===== src/rtl/paddle_ctl_pkg.sv =====
// Shared types and widths for the paddle controller.
package paddle_ctl_pkg;

    localparam int STEP_W = 4;
    localparam int HOLD_W = 8;

    typedef enum logic [1:0] {
        CENTER = 2'd0,
        WAIT   = 2'd1,
        PLAY   = 2'd2,
        FREEZE = 2'd3
    } state_t;

    typedef enum logic [1:0] {
        NONE = 2'd0,
        UP   = 2'd1,
        DN   = 2'd2
    } dir_t;

    // Both buttons pressed cancels out rather than favouring one direction.
    function automatic dir_t resolve_dir(input logic up, input logic dn);
        if (up && !dn) return UP;
        if (dn && !up) return DN;
        return NONE;
    endfunction

endpackage


===== src/rtl/paddle_ctl_btn_debounce.sv =====
// Button conditioning: two-flop synchroniser, then a level filter that only
// looks at the synchronised input once per video frame.
module btn_debounce #(
    parameter int unsigned DEB_FRAMES = 3
) (
    input  logic clk,
    input  logic rstn,
    input  logic frame_tick,
    input  logic btn_raw,
    output logic level,
    output logic rise
);

    logic [1:0] sync_q;
    logic [3:0] cnt;

    // Synchronise, then count consecutive frame samples that disagree with
    // the accepted level; any agreeing sample restarts the count.
    always_ff @(posedge clk) begin
        if (!rstn) begin
            sync_q <= '0;
            cnt    <= '0;
            level  <= 1'b0;
            rise   <= 1'b0;
        end else begin
            sync_q <= {sync_q[0], btn_raw};
            rise   <= 1'b0;
            if (frame_tick) begin
                if (sync_q[1] == level) begin
                    cnt <= '0;
                end else if (cnt == 4'(DEB_FRAMES - 1)) begin
                    cnt   <= '0;
                    level <= sync_q[1];
                    rise  <= sync_q[1];
                end else begin
                    cnt <= cnt + 4'd1;
                end
            end
        end
    end

endmodule


===== src/rtl/paddle_ctl.sv =====
// Round sequencing and paddle move strobes for a two-player paddle game.
//
//   state  | meaning
//   CENTER | one cycle, center pulse recentres both paddles
//   WAIT   | idle until a start press
//   PLAY   | paddles move on each frame; start pauses, point freezes
//   FREEZE | hold for FREEZE_FRAMES frames after a point, then recentre
module paddle_ctl
    import paddle_ctl_pkg::*;
#(
    parameter int unsigned DEB_FRAMES    = 3,
    parameter int unsigned ACCEL_FRAMES  = 8,
    parameter int unsigned MAX_STEP      = 4,
    parameter int unsigned FREEZE_FRAMES = 60
) (
    input  logic              clk,
    input  logic              rstn,
    input  logic              frame_tick,
    input  logic              btn_p1_up,
    input  logic              btn_p1_dn,
    input  logic              btn_p2_up,
    input  logic              btn_p2_dn,
    input  logic              btn_start,
    input  logic              point,
    output logic              p1_up,
    output logic              p1_dn,
    output logic              p2_up,
    output logic              p2_dn,
    output logic [STEP_W-1:0] p1_step,
    output logic [STEP_W-1:0] p2_step,
    output logic              center,
    output logic              playing,
    output logic [1:0]        state
);

    state_t            st;
    logic [7:0]        frz_cnt;
    logic [3:0]        dir_raw;
    logic [3:0]        dir_lvl;
    logic [3:0]        dir_rise_unused;
    logic              start_lvl_unused;
    logic              start_edge;

    logic [HOLD_W-1:0] hold     [2];
    logic [HOLD_W-1:0] hold_nx  [2];
    dir_t              prev_dir [2];
    dir_t              dir_now  [2];
    logic [STEP_W-1:0] step_q   [2];
    logic              up_q     [2];
    logic              dn_q     [2];

    // Bit order: p1 up, p1 dn, p2 up, p2 dn.
    assign dir_raw = {btn_p2_dn, btn_p2_up, btn_p1_dn, btn_p1_up};

    for (genvar i = 0; i < 4; i++) begin : g_dir_deb
        btn_debounce #(.DEB_FRAMES(DEB_FRAMES)) u_deb (
            .clk        (clk),
            .rstn       (rstn),
            .frame_tick (frame_tick),
            .btn_raw    (dir_raw[i]),
            .level      (dir_lvl[i]),
            .rise       (dir_rise_unused[i])
        );
    end

    btn_debounce #(.DEB_FRAMES(DEB_FRAMES)) u_deb_start (
        .clk        (clk),
        .rstn       (rstn),
        .frame_tick (frame_tick),
        .btn_raw    (btn_start),
        .level      (start_lvl_unused),
        .rise       (start_edge)
    );

    function automatic logic [STEP_W-1:0] step_of(input logic [HOLD_W-1:0] h);
        int q;
        q = 1 + int'(h) / int'(ACCEL_FRAMES);
        if (q > int'(MAX_STEP)) q = int'(MAX_STEP);
        return STEP_W'(q);
    endfunction

    // Resolve direction and the hold count this frame would produce.
    always_comb begin
        for (int p = 0; p < 2; p++) begin
            dir_now[p] = resolve_dir(dir_lvl[2*p], dir_lvl[2*p+1]);
            hold_nx[p] = '0;
            if (dir_now[p] != NONE && dir_now[p] == prev_dir[p])
                hold_nx[p] = (hold[p] == '1) ? hold[p] : hold[p] + 1'b1;
        end
    end

    // Round state machine; center is high exactly while sitting in CENTER,
    // so the post-reset CENTER cycle waits for its own pulse before leaving.
    always_ff @(posedge clk) begin
        if (!rstn) begin
            st      <= CENTER;
            center  <= 1'b0;
            playing <= 1'b0;
            frz_cnt <= '0;
        end else begin
            case (st)
                CENTER: begin
                    if (center) begin
                        center <= 1'b0;
                        st     <= WAIT;
                    end else begin
                        center <= 1'b1;
                    end
                end
                WAIT: begin
                    if (start_edge) begin
                        st      <= PLAY;
                        playing <= 1'b1;
                    end
                end
                PLAY: begin
                    if (point) begin
                        st      <= FREEZE;
                        playing <= 1'b0;
                        frz_cnt <= 8'(FREEZE_FRAMES);
                    end else if (start_edge) begin
                        st      <= WAIT;
                        playing <= 1'b0;
                    end
                end
                FREEZE: begin
                    if (frame_tick) begin
                        if (frz_cnt <= 8'd1) begin
                            frz_cnt <= '0;
                            st      <= CENTER;
                            center  <= 1'b1;
                        end else begin
                            frz_cnt <= frz_cnt - 8'd1;
                        end
                    end
                end
                default: st <= CENTER;
            endcase
        end
    end

    // Per-player move strobes; anything that takes us out of PLAY wipes the
    // acceleration history so the next rally starts at step 1.
    always_ff @(posedge clk) begin
        if (!rstn) begin
            for (int p = 0; p < 2; p++) begin
                hold[p]     <= '0;
                prev_dir[p] <= NONE;
                step_q[p]   <= STEP_W'(1);
                up_q[p]     <= 1'b0;
                dn_q[p]     <= 1'b0;
            end
        end else begin
            for (int p = 0; p < 2; p++) begin
                up_q[p] <= 1'b0;
                dn_q[p] <= 1'b0;
                if (st != PLAY || point || start_edge) begin
                    hold[p]     <= '0;
                    prev_dir[p] <= NONE;
                end else if (frame_tick) begin
                    hold[p]     <= hold_nx[p];
                    prev_dir[p] <= dir_now[p];
                    if (dir_now[p] != NONE) begin
                        step_q[p] <= step_of(hold_nx[p]);
                        up_q[p]   <= (dir_now[p] == UP);
                        dn_q[p]   <= (dir_now[p] == DN);
                    end
                end
            end
        end
    end

    assign p1_up   = up_q[0];
    assign p1_dn   = dn_q[0];
    assign p2_up   = up_q[1];
    assign p2_dn   = dn_q[1];
    assign p1_step = step_q[0];
    assign p2_step = step_q[1];
    assign state   = st;

endmodule


===== config.mk =====
export PLATFORM = sky130hd
export DESIGN_NAME = paddle_ctl
export DESIGN_NICKNAME = d
export VERILOG_FILES = /design/src/rtl/paddle_ctl_pkg.sv /design/src/rtl/paddle_ctl_btn_debounce.sv /design/src/rtl/paddle_ctl.sv
export SDC_FILE = /design/constraint.sdc
export NUM_CORES = 1
export LEC_CHECK = 0
export CAP_MARGIN = 40
export CORE_ASPECT_RATIO = 2
export CORE_MARGIN = 3
export CORE_UTILIZATION = 35
export DETAILED_ROUTE_END_ITERATION = 8
export MAX_ROUTING_LAYER = met4
export SLEW_MARGIN = 5
export SYNTH_ARGS = -nofsm -noshare
export SYNTH_HDL_FRONTEND = slang
export SYNTH_SLANG_ARGS = --single-unit

===== constraint.sdc =====
create_clock -name clk -period 2.65 [get_ports clk]
set_input_delay 0.53 -clock clk [delete_from_list [all_inputs] [get_ports clk]]
set_output_delay 0.53 -clock clk [all_outputs]
set_load 0.1 [all_outputs]

==> flow_summary_export.csv, run 1 <==
group,metric,value,unit
pwr,p_total,2910,µW
setup_path,crit_path_max_fanout,3,
route,drt-pass1-iter-count,4,
yosys,synth_mux_area_share,1.86,%
cells_and_area,antenna-diode-count,0,
timing,fin_crit_sh,97.2,%
pwr,peakVddDrop,0.387,mV
setup_path,critPathMostFrequentCell,"ha_2",
floorplan,rows,55,
cells_and_area,fin_nets,486,
global_route,grt_first_pass_wirelength,13500,µm
pwr,p_leak,0.00194,µW
yosys,synth_common_cells,"50 x nor2_1, 48 x dfxtp_1, 32 x edfxtp_1, 25 x inv_1, 25 x nand2_1",
clock_network,cts_root_buf,"clkbuf_16",
route,drt-total-wl,7960,µm
timing,fmax,388,MHz
flow_run,maxCapViolCount,0,
route,via_per_inst,4.96,
timing,fin_skew,0.00830,ns
pwr,power_per_cell_area,598,nW/µm²
worst_hold_path,hp-class,"flip-flop to flip-flop",
setup_path,crit_type,"flip-flop to flip-flop",
floorplan,die_area,13100,µm²
route,ant_nets,0,
clock_network,ctsHoldBuffers,0,
yosys,synthAdderAreaFrac,6.42,%
yosys,ys.flop_type,"dfxtp_1",
route,detail_route.wl_per_cell,13.2,µm
yosys,synth-compound-area-share,12.4,%
route,drt_iter0_drc,99,
cells_and_area,drive_above_1_share,16.5,%
setup_path,cp-start-kind,"flip-flop",
cells_and_area,fin_area,4880,µm²
floorplan,coreArea,11400,µm²
timing,hold_viol,0,
yosys,syn-cell-area,4100,µm²
global_route,grt_max_degree,40,
setup_path,critPathMaxStageDelay,0.40,ns
global_route,antenna_found_initial,0,
yosys,yosysTopAreaCell,"dfxtp_1",
timing,slew_viol_final,0,
yosys,synth_edf_count,32,
timing,hold_ws,0.431,ns
floorplan,die_h,159,µm
clock_network,cts_buffer_depth,2,
global_route,grt.total_usage,13.5,%
setup_path,slowest_stage,"or3_4",
floorplan,dieWidth,82.5,µm
yosys,netlist.area_leader.share,23.5,%
setup_path,end_kind,"flip-flop",
yosys,ys_warn_count,0,
yosys,synth_top_family_by_area,"simple AND/OR/NAND/NOR gates",
setup_path,path_buf_inv,2,
yosys,synth_xor_area_share,5.77,%
yosys,async_reset_ff_share,0,%
setup_path,critPathTopFamily,"simple AND/OR/NAND/NOR gates",
yosys,yosysMostFrequentCell,"nor2_1",
run_status,status,"complete, no violations",
route,route.detailed.drc,0,
placed_design,post-dp-hpwl,5980,µm
yosys,netlist_instances,416,
cells_and_area,fillers,1138,
setup_path,cp.required,2.81,ns
clock_network,numCtsBuffers,9,
yosys,synthDistinctLibCells,65,
yosys,ys_seq_area_share,46.9,%
setup_path,path_cells,"inv_1, ha_2, xor2_1, or3_4, or2_2, inv_2, ha_2, nor2_1, a211oi_1, a21oi_2, o31ai_2",
global_route,grt-ovfl-total,0,
floorplan,start_util,36.1,%
placed_design,placed_cell_area,4540,µm²
yosys,synth-simple-area-share,22.6,%
timing,min_period,2.58,ns
cells_and_area,synthToLayoutAreaGrowth,19.1,%
yosys,yosys-top-cells-area,"dfxtp_1 23%, edfxtp_1 23%, ha_1 6.4%",
cells_and_area,final_util,43.0,%
clock_network,h-tree-depth,3,
clock_network,clock_sinks,80,
clock_network,cts_tree,"built",
placed_design,io_buffers,24,
clock_network,clk_pin_slew,0.06,ns
yosys,ys_seq_elements,80,
setup_path,arrival,2.74,ns
placed_design,place.gp.congestion,0.800,
global_route,grt_pass1_vias,3079,
floorplan,pin_count,25,
route,vias,2988,
clock_network,clock_latency,0.33,ns
yosys,avgSynthCellArea,9.84,µm²
timing,setup_viol,0,
routing by layer:
layer  share of wire, %  vias up  GRT usage (%)
met5                  0        -              -
met4                3.5        0           6.58
met3                2.1       21           3.00
met2                 58       32           24.6
met1                 37     1406           12.6
li1                   -     1529              -
final timing paths:
path                                                              start                                 endpoint  slack, ns  cells past startpoint
worst max-delay path              g_dir_deb[2].u_deb.level$_SDFFE_PN0P_               step_q[0][4]$_SDFFCE_PP1P_       0.07                     11
worst max register to register    g_dir_deb[2].u_deb.level$_SDFFE_PN0P_               step_q[0][4]$_SDFFCE_PP1P_       0.07                     11
worst min register to register  g_dir_deb[1].u_deb.sync_q[0]$_SDFF_PN0_  g_dir_deb[1].u_deb.sync_q[1]$_SDFF_PN0_       0.43                      1
worst min-delay path            g_dir_deb[1].u_deb.sync_q[0]$_SDFF_PN0_  g_dir_deb[1].u_deb.sync_q[1]$_SDFF_PN0_       0.43                      1
where the power goes:
group	switching, µW	total, µW	internal [µW]
Clock	471	1290	816
Combinational	194	286	92.2
Sequential	36.9	1340	1310
Total	701	2910	2210
kinds of logic (layout without fill, tap and decap cells):
kind of cell / count (synthesis) / after routing
DFF: 80 / 80
buffers and inverters: 39 / 80
xor gates and xnor gates: 27 / 27
and+or+nand+nor: 170 / 170
AOI/OAI and AO/OA: 71 / 71
other: 2 / 6
muxes: 6 / 6
adders and majority gates: 21 / 21
layout by cell type, fill, tap and decap left out, types with 3 or more instances in the layout:
cell type,instances
nor2_1,50
or3_1,4
and3_1,7
a21boi_0,4
nand2_1,25
edfxtp_1,32
nor2b_1,11
inv_1,24
nand3_1,9
xor2_1,14
buf_4,30
clkdlybuf4s50_1,8
o21ai_0,14
ha_2,5
ha_1,16
nand4_1,9
clkbuf_16,9
dfxtp_1,46
nor3_1,6
and2_1,19
nand2b_1,4
a211oi_1,7
conb_1,6
xnor2_1,13
a21oi_1,17
a31oi_1,3
mux2i_1,4
nor3b_1,6
clkinv_2,3
nor4_1,3
o211ai_1,3
repair_timing:
action                                  in CTS  in global routing
endpoints found under the setup margin       1                  3
gates resized for setup                      1                  7
gates cloned                                 0                  0
setup buffers                                0                  1
layout make-up:
class / count / area [µm²] / share of cell area, %
flip-flops and latches: 80 / 1920 / 39.5
multi-input cells: 301 / 2040 / 41.9
repair buffers: 39 / 325 / 6.67
well taps: 142 / 178 / 3.64
inverters: 25 / 93.8 / 1.92
clock buffers: 9 / 225 / 4.62
clock inverters: 7 / 86.3 / 1.77
worst register-to-register path, cell delays in order, from the launching register on:
cell and delay [ns]:
dfxtp_2 0.35, inv_1 0.06, ha_2 0.19, xor2_1 0.18
or3_4 0.40, or2_2 0.33, inv_2 0.09, ha_2 0.19
nor2_1 0.05, a211oi_1 0.31, a21oi_2 0.08, o31ai_2 0.18
registers in the layout (all words and copies together) (netlist names):
register,cells
g_dir_deb.u_deb.level,4
dn_q,2
u_deb_start.cnt,4
hold,16
up_q,2
playing,1
step_q,8
u_deb_start.level,1
g_dir_deb.u_deb.cnt,16
prev_dir,4
frz_cnt,8
state,2
center,1
u_deb_start.sync_q,2
u_deb_start.rise,1
g_dir_deb.u_deb.sync_q,8
stage by stage:
stage          TNS [ns]  setup WS, ns  std cells
2_1_floorplan         0         0.188        420
4_1_cts               0        0.0335        602
5_1_grt         -0.0296       -0.0296        603
6_report              0        0.0739        603
3_5_place_dp          0       0.00897        586
3_3_place_gp          0         0.101        586
Power figures use the tool's default switching activity.
==> run 2, diff against run 1 <==
CORE_UTILIZATION = 54   (was 35)
PLACE_DENSITY = 0.76   (was unset)
==> flow_summary_export.csv, run 2 (synthesis results as in run 1) <==
group,metric,value,unit
run_status,status,"complete, no violations",
setup_path,end_kind,"flip-flop",
worst_hold_path,hp-class,"flip-flop to flip-flop",
cells_and_area,drive_above_1_share,15.0,%
setup_path,cp.required,2.83,ns
route,ant_nets,0,
cells_and_area,fin_area,4780,µm²
clock_network,cts_tree,"built",
cells_and_area,top_regs,"g_dir_deb.u_deb.cnt (16), hold (16)",
pwr,peakVddDrop,0.464,mV
global_route,grt_pass1_vias,2902,
cells_and_area,regArea,1920,µm²
placed_design,placed_cell_area,4470,µm²
floorplan,die_area,8730,µm²
timing,hold_viol,0,
clock_network,numCtsBuffers,9,
pwr,p_leak,0.00193,µW
timing,setup_viol,0,
timing,fin_skew,0.00650,ns
setup_path,crit_path_max_fanout,3,
global_route,grt-ovfl-total,0,
cells_and_area,multi_input_area,2050,µm²
timing,worst_slew_pin_slew,0.512,ns
cells_and_area,final_cell_mix,"50 x nor2_1, 47 x dfxtp_1, 32 x edfxtp_1",
pwr,power_per_cell_area,586,nW/µm²
setup_path,crit_type,"flip-flop to flip-flop",
clock_network,h-tree-depth,3,
timing,rsz0062_at_grt,"false",
floorplan,pin_count,25,
placed_design,place.gp.congestion,0.844,
route,drt-total-wl,7740,µm
global_route,grt_max_degree,42,
route,drt_iter0_drc,159,
setup_path,timing.rr.start,"g_dir_deb[2].u_deb.level$_SDFFE_PN0P_",
clock_network,cts_buffer_depth,2,
cells_and_area,fillers,607,
cells_and_area,synthToLayoutAreaGrowth,16.8,%
global_route,grt_first_pass_wirelength,13200,µm
timing,fin_crit_sh,93.3,%
floorplan,rows,44,
clock_network,ctsHoldBuffers,0,
floorplan,die_h,129,µm
setup_path,arrival,2.65,ns
timing,finalSetupTns,0,ns
timing,min_period,2.47,ns
cells_and_area,layout_commonest_cell,"nor2_1",
setup_path,startpoint,"g_dir_deb[2].u_deb.level$_SDFFE_PN0P_",
route,vias,3028,
timing,slew_headroom,65.4,%
cells_and_area,antenna-diode-count,0,
placed_design,post-dp-hpwl,5590,µm
floorplan,start_util,55.9,%
clock_network,clock_sinks,80,
placed_design,io_buffers,24,
flow_run,maxCapViolCount,0,
global_route,antenna_found_initial,0,
route,detail_route.wl_per_cell,14.1,µm
timing,fmax,405,MHz
cells_and_area,fin_nets,484,
clock_network,clock_latency,0.34,ns
setup_path,reg2reg_setup_slack,0.18,ns
clock_network,cts_root_buf,"clkbuf_16",
floorplan,dieWidth,67.6,µm
clock_network,clk_pin_slew,0.06,ns
setup_path,cp-start-kind,"flip-flop",
worst_hold_path,min-delay-start,"g_dir_deb[3].u_deb.sync_q[0]$_SDFF_PN0_",
route,route.detailed.drc,0,
global_route,grt.total_usage,20.4,%
route,drt-pass1-iter-count,4,
route,via_per_inst,5.50,
floorplan,coreArea,7320,µm²
timing,slew_viol_final,0,
==> run 2: stage by stage <==
stage,power [µW],utilization (%),hold WS [ns],setup WS [ns],std cells
after global placement,1650,61.0,0.416,0.106,534
after CTS,2830,64.9,0.433,0.0301,550
final,2810,65.3,0.430,0.179,551
after global routing,2900,65.3,0.448,0.0302,551
after detailed placement,1660,61.0,0.420,0.00126,534
after floorplan,1590,-,0.412,0.188,420
==> run 2: critical path, cell delays in order, from the launching register on <==
cell and delay, ns:
dfxtp_2 0.35, inv_1 0.06, ha_1 0.22, xor2_1 0.19, or3_4 0.40, or2_4 0.28, inv_4 0.08, ha_1 0.17
nor2_1 0.05, a211oi_1 0.27, a21oi_2 0.09, o31ai_2 0.17
==> run 2: area by class of cell <==
type                    instances  share of cell area, %
repair buffers                 37                   6.49
multi-input cells             301                   42.9
well taps                      92                   2.41
flip-flops and latches         80                   40.2
clock buffers                  16                   5.96
inverters                      25                   2.01
==> run 2: layer usage <==
layer  up-vias  wire (µm)  GRT usage, %
met5         -          0             -
met4         0        153          8.61
met3        11        178          3.90
met2        32       4400          36.8
met1      1453       3010          20.6
li1       1532          -             -
==> run 2: what timing repair did <==
item / in CTS / in global routing
buffers inserted: 0 / 1
resized for setup: 2 / 6
hold endpoints to repair: 0 / 0
pin swaps: 0 / 1
endpoints found under the setup margin: 2 / 3
==> run 2: power by group <==
group | internal (µW) | leakage, µW | total [µW] | switching, µW
logic | 91.3 | 0.00103 | 285 | 193
registers | 1310 | 0.000754 | 1340 | 38.8
clock network | 723 | 0.000141 | 1180 | 453
total | 2120 | 0.00193 | 2810 | 685
==> run 2: final timing paths <==
| check | end | cells past startpoint |
|---|---|---|
| worst max-delay path | step_q[0][4]$_SDFFCE_PP1P_ | 11 |
| worst min-delay path | g_dir_deb[3].u_deb.sync_q[1]$_SDFF_PN0_ | 1 |
| worst max register to register | step_q[0][4]$_SDFFCE_PP1P_ | 11 |
| worst min register to register | g_dir_deb[3].u_deb.sync_q[1]$_SDFF_PN0_ | 1 |
==> run 3, diff against run 2 <==
ABC_AREA = 1   (was unset)
MAX_ROUTING_LAYER = unset   (was met4)
RECOVER_POWER = 100   (was unset)
==> flow_summary_export.csv, run 3 <==
group,metric,value,unit
global_route,antenna_found_initial,0,
worst_hold_path,whs_endpoint,"u_deb_start.sync_q[1]$_SDFF_PN0_",
floorplan,coreArea,7600,µm²
global_route,grt_first_pass_wirelength,13800,µm
cells_and_area,final_cell_mix,"114 x nand2_1, 73 x inv_1, 64 x nor2_1",
setup_path,cp.required,2.75,ns
yosys,yosysTopAreaCell,"dfxtp_1",
setup_path,critPathTopFamily,"simple AND/OR/NAND/NOR gates",
clock_network,cts_buffer_depth,2,
clock_network,clock_latency,0.33,ns
floorplan,pin_count,25,
route,route.detailed.drc,0,
worst_hold_path,hp-class,"flip-flop to flip-flop",
worst_hold_path,min-delay-start,"u_deb_start.sync_q[0]$_SDFF_PN0_",
route,drt-pass1-iter-count,4,
setup_path,reg2reg_setup_slack,0.24,ns
cells_and_area,fillers,687,
pwr,peakVddDrop,0.686,mV
placed_design,place.gp.congestion,0.926,
setup_path,timing.rr.start,"hold[1][0]$_SDFFCE_PN0P_",
clock_network,clk_pin_slew,0.06,ns
flow_run,maxCapViolCount,0,
cells_and_area,regArea,1920,µm²
global_route,grt_max_degree,24,
timing,slew_headroom,21.8,%
route,ant_nets,0,
yosys,synthDistinctLibCells,47,
yosys,syn-cell-area,4210,µm²
floorplan,rows,45,
setup_path,rr_worst_depth,14,
clock_network,cts_resized,0,
setup_path,crit_type,"flip-flop to flip-flop",
yosys,yosysMostFrequentCell,"nand2_1",
cells_and_area,multi_input_area,1940,µm²
floorplan,start_util,55.4,%
route,drt_iter0_drc,94,
cells_and_area,final_util,62.2,%
global_route,grt.total_usage,20.3,%
yosys,async_reset_ff_share,0,%
route,vias,3334,
timing,hold_ws,0.413,ns
floorplan,die_h,131,µm
setup_path,end_kind,"flip-flop",
timing,min_period,2.41,ns
yosys,yosys-top-cells-area,"dfxtp_1 23%, edfxtp_1 23%, nand2_1 9.8%",
timing,rsz0062_at_grt,"false",
setup_path,cp-start-kind,"flip-flop",
setup_path,critPathMaxStageDelay,0.43,ns
clock_network,ctsHoldBuffers,0,
yosys,netlist.area_leader.share,22.8,%
route,detail_route.wl_per_cell,12.5,µm
clock_network,numCtsBuffers,9,
cells_and_area,layout_commonest_cell,"nand2_1",
cells_and_area,synthToLayoutAreaGrowth,12.2,%
clock_network,cts_tree,"built",
global_route,grt_pass1_vias,3260,
cells_and_area,antenna-diode-count,0,
cells_and_area,instances_no_fill,650,
route,via_per_inst,5.13,
worst_hold_path,holdPathStages,2,
timing,setup_viol,0,
timing,worst_slew_pin_slew,1.18,ns
yosys,avgSynthCellArea,8.20,µm²
global_route,grt-ovfl-total,0,
timing,hold_viol,0,
setup_path,timing.rr.end,"step_q[0][6]$_SDFFCE_PP0P_",
cells_and_area,drive_above_1_share,7.91,%
setup_path,slowest_stage,"edfxtp_1",
setup_path,crit_path_max_fanout,6,
timing,fmax,416,MHz
floorplan,dieWidth,68.5,µm
setup_path,path_buf_inv,3,
pwr,power_per_cell_area,709,nW/µm²
timing,fin_crit_sh,90.8,%
yosys,ys_seq_area_share,45.6,%
yosys,synth_common_cells,"110 x nand2_1, 69 x inv_1, 63 x nor2_1, 48 x dfxtp_1, 32 x edfxtp_1",
clock_network,cts_root_buf,"clkbuf_16",
placed_design,post-dp-hpwl,6150,µm
yosys,ys.flop_type,"dfxtp_1",
setup_path,path_cells,"ha_1, nand2_1, nor2_2, nand2_2, nand3_1, nand2_1, inv_1, ha_1, inv_1, nand4_1, o21bai_2, nand3_1, nand2_1, inv_1",
clock_network,post-cts-setup-buffer-count,0,
pwr,p_leak,0.00205,µW
run_status,status,"complete, no violations",
yosys,netlist_instances,514,
yosys,synth_edf_count,32,
placed_design,io_buffers,24,
yosys,ys_seq_elements,80,
floorplan,die_area,8960,µm²
timing,slew_viol_final,0,
clock_network,h-tree-depth,3,
placed_design,dpl.cell_count,634,
yosys,ys_warn_count,0,
route,drt-total-wl,8150,µm
timing,fin_skew,0.00435,ns
cells_and_area,fin_nets,581,
setup_path,arrival,2.50,ns
clock_network,clock_sinks,80,
cells_and_area,top_regs,"g_dir_deb.u_deb.cnt (16), hold (16)",
timing,finalSetupTns,0,ns
## run 3: final cells by class
| class | instances | share of cell area, % |
|---|---|---|
| Clock inverter | 4 | 0.926 |
| Inverter | 76 | 6.08 |
| Sequential cell | 80 | 40.6 |
| Multi-Input combinational cell | 354 | 41.0 |
| Timing Repair Buffer | 30 | 3.70 |
| Clock buffer | 12 | 5.21 |
| Tap cell | 94 | 2.49 |
## run 3: cells by family (layout without fill, tap and decap cells)
logic type                 Yosys count  after routing  synth area share (%)
AOI/OAI and AO/OA                   62             62                  9.15
xor gates and xnor gates            17             17                  3.53
adders and majority gates           21             21                  6.24
buffers and inverters               84            122                  7.69
DFF                                 80             80                  45.6
other                                2              6                 0.178
and+or+nand+nor                    248            248                  27.6
## run 3: metal layers
layer	vias to the layer above	track usage, %	wire length (µm)
li1	1724	-	-
met3	14	4.11	169
met4	0	8.68	174
met2	37	39.7	4790
met1	1559	19.0	3010
met5	-	0	0
## run 3: worst max-delay path by stage
stage	start	to	slack (ns)	cells past startpoint
floorplan	state[1]$_SDFFE_PN0P_	step_q[0][4]$_SDFFCE_PP1P_	0.30	6
global placement	g_dir_deb[2].u_deb.level$_SDFFE_PN0P_	step_q[0][6]$_SDFFCE_PP0P_	0.37	15
detailed placement	hold[1][0]$_SDFFCE_PN0P_	step_q[0][6]$_SDFFCE_PP0P_	0.31	14
CTS	hold[1][0]$_SDFFCE_PN0P_	step_q[0][6]$_SDFFCE_PP0P_	0.25	14
global route	hold[1][0]$_SDFFCE_PN0P_	step_q[0][6]$_SDFFCE_PP0P_	0.07	14
finish	hold[1][0]$_SDFFCE_PN0P_	step_q[0][6]$_SDFFCE_PP0P_	0.24	14
## run 3: metrics by stage
step	cell area, µm²	setup slack, ns	total power, µW
4_1_cts	4850	0.246	3410
3_5_place_dp	4560	0.310	2210
5_1_grt	4730	0.0728	3510
6_report	4730	0.245	3350
3_3_place_gp	4560	0.367	2190
2_1_floorplan	4230	0.297	2040
## run 3: worst reg2reg max path, stage by stage (launching register included)
cell	delay, ns
edfxtp_1	0.43
ha_1	0.24
nand2_1	0.15
nor2_2	0.07
nand2_2	0.13
nand3_1	0.12
nand2_1	0.13
inv_1	0.08
ha_1	0.21
inv_1	0.06
nand4_1	0.13
o21bai_2	0.21
nand3_1	0.11
nand2_1	0.07
inv_1	0.04
## run 3: power breakdown
part / switching (µW) / total [µW] / internal [µW]
clock network: 450 / 1200 / 748
logic: 498 / 696 / 198
registers: 96.2 / 1460 / 1360
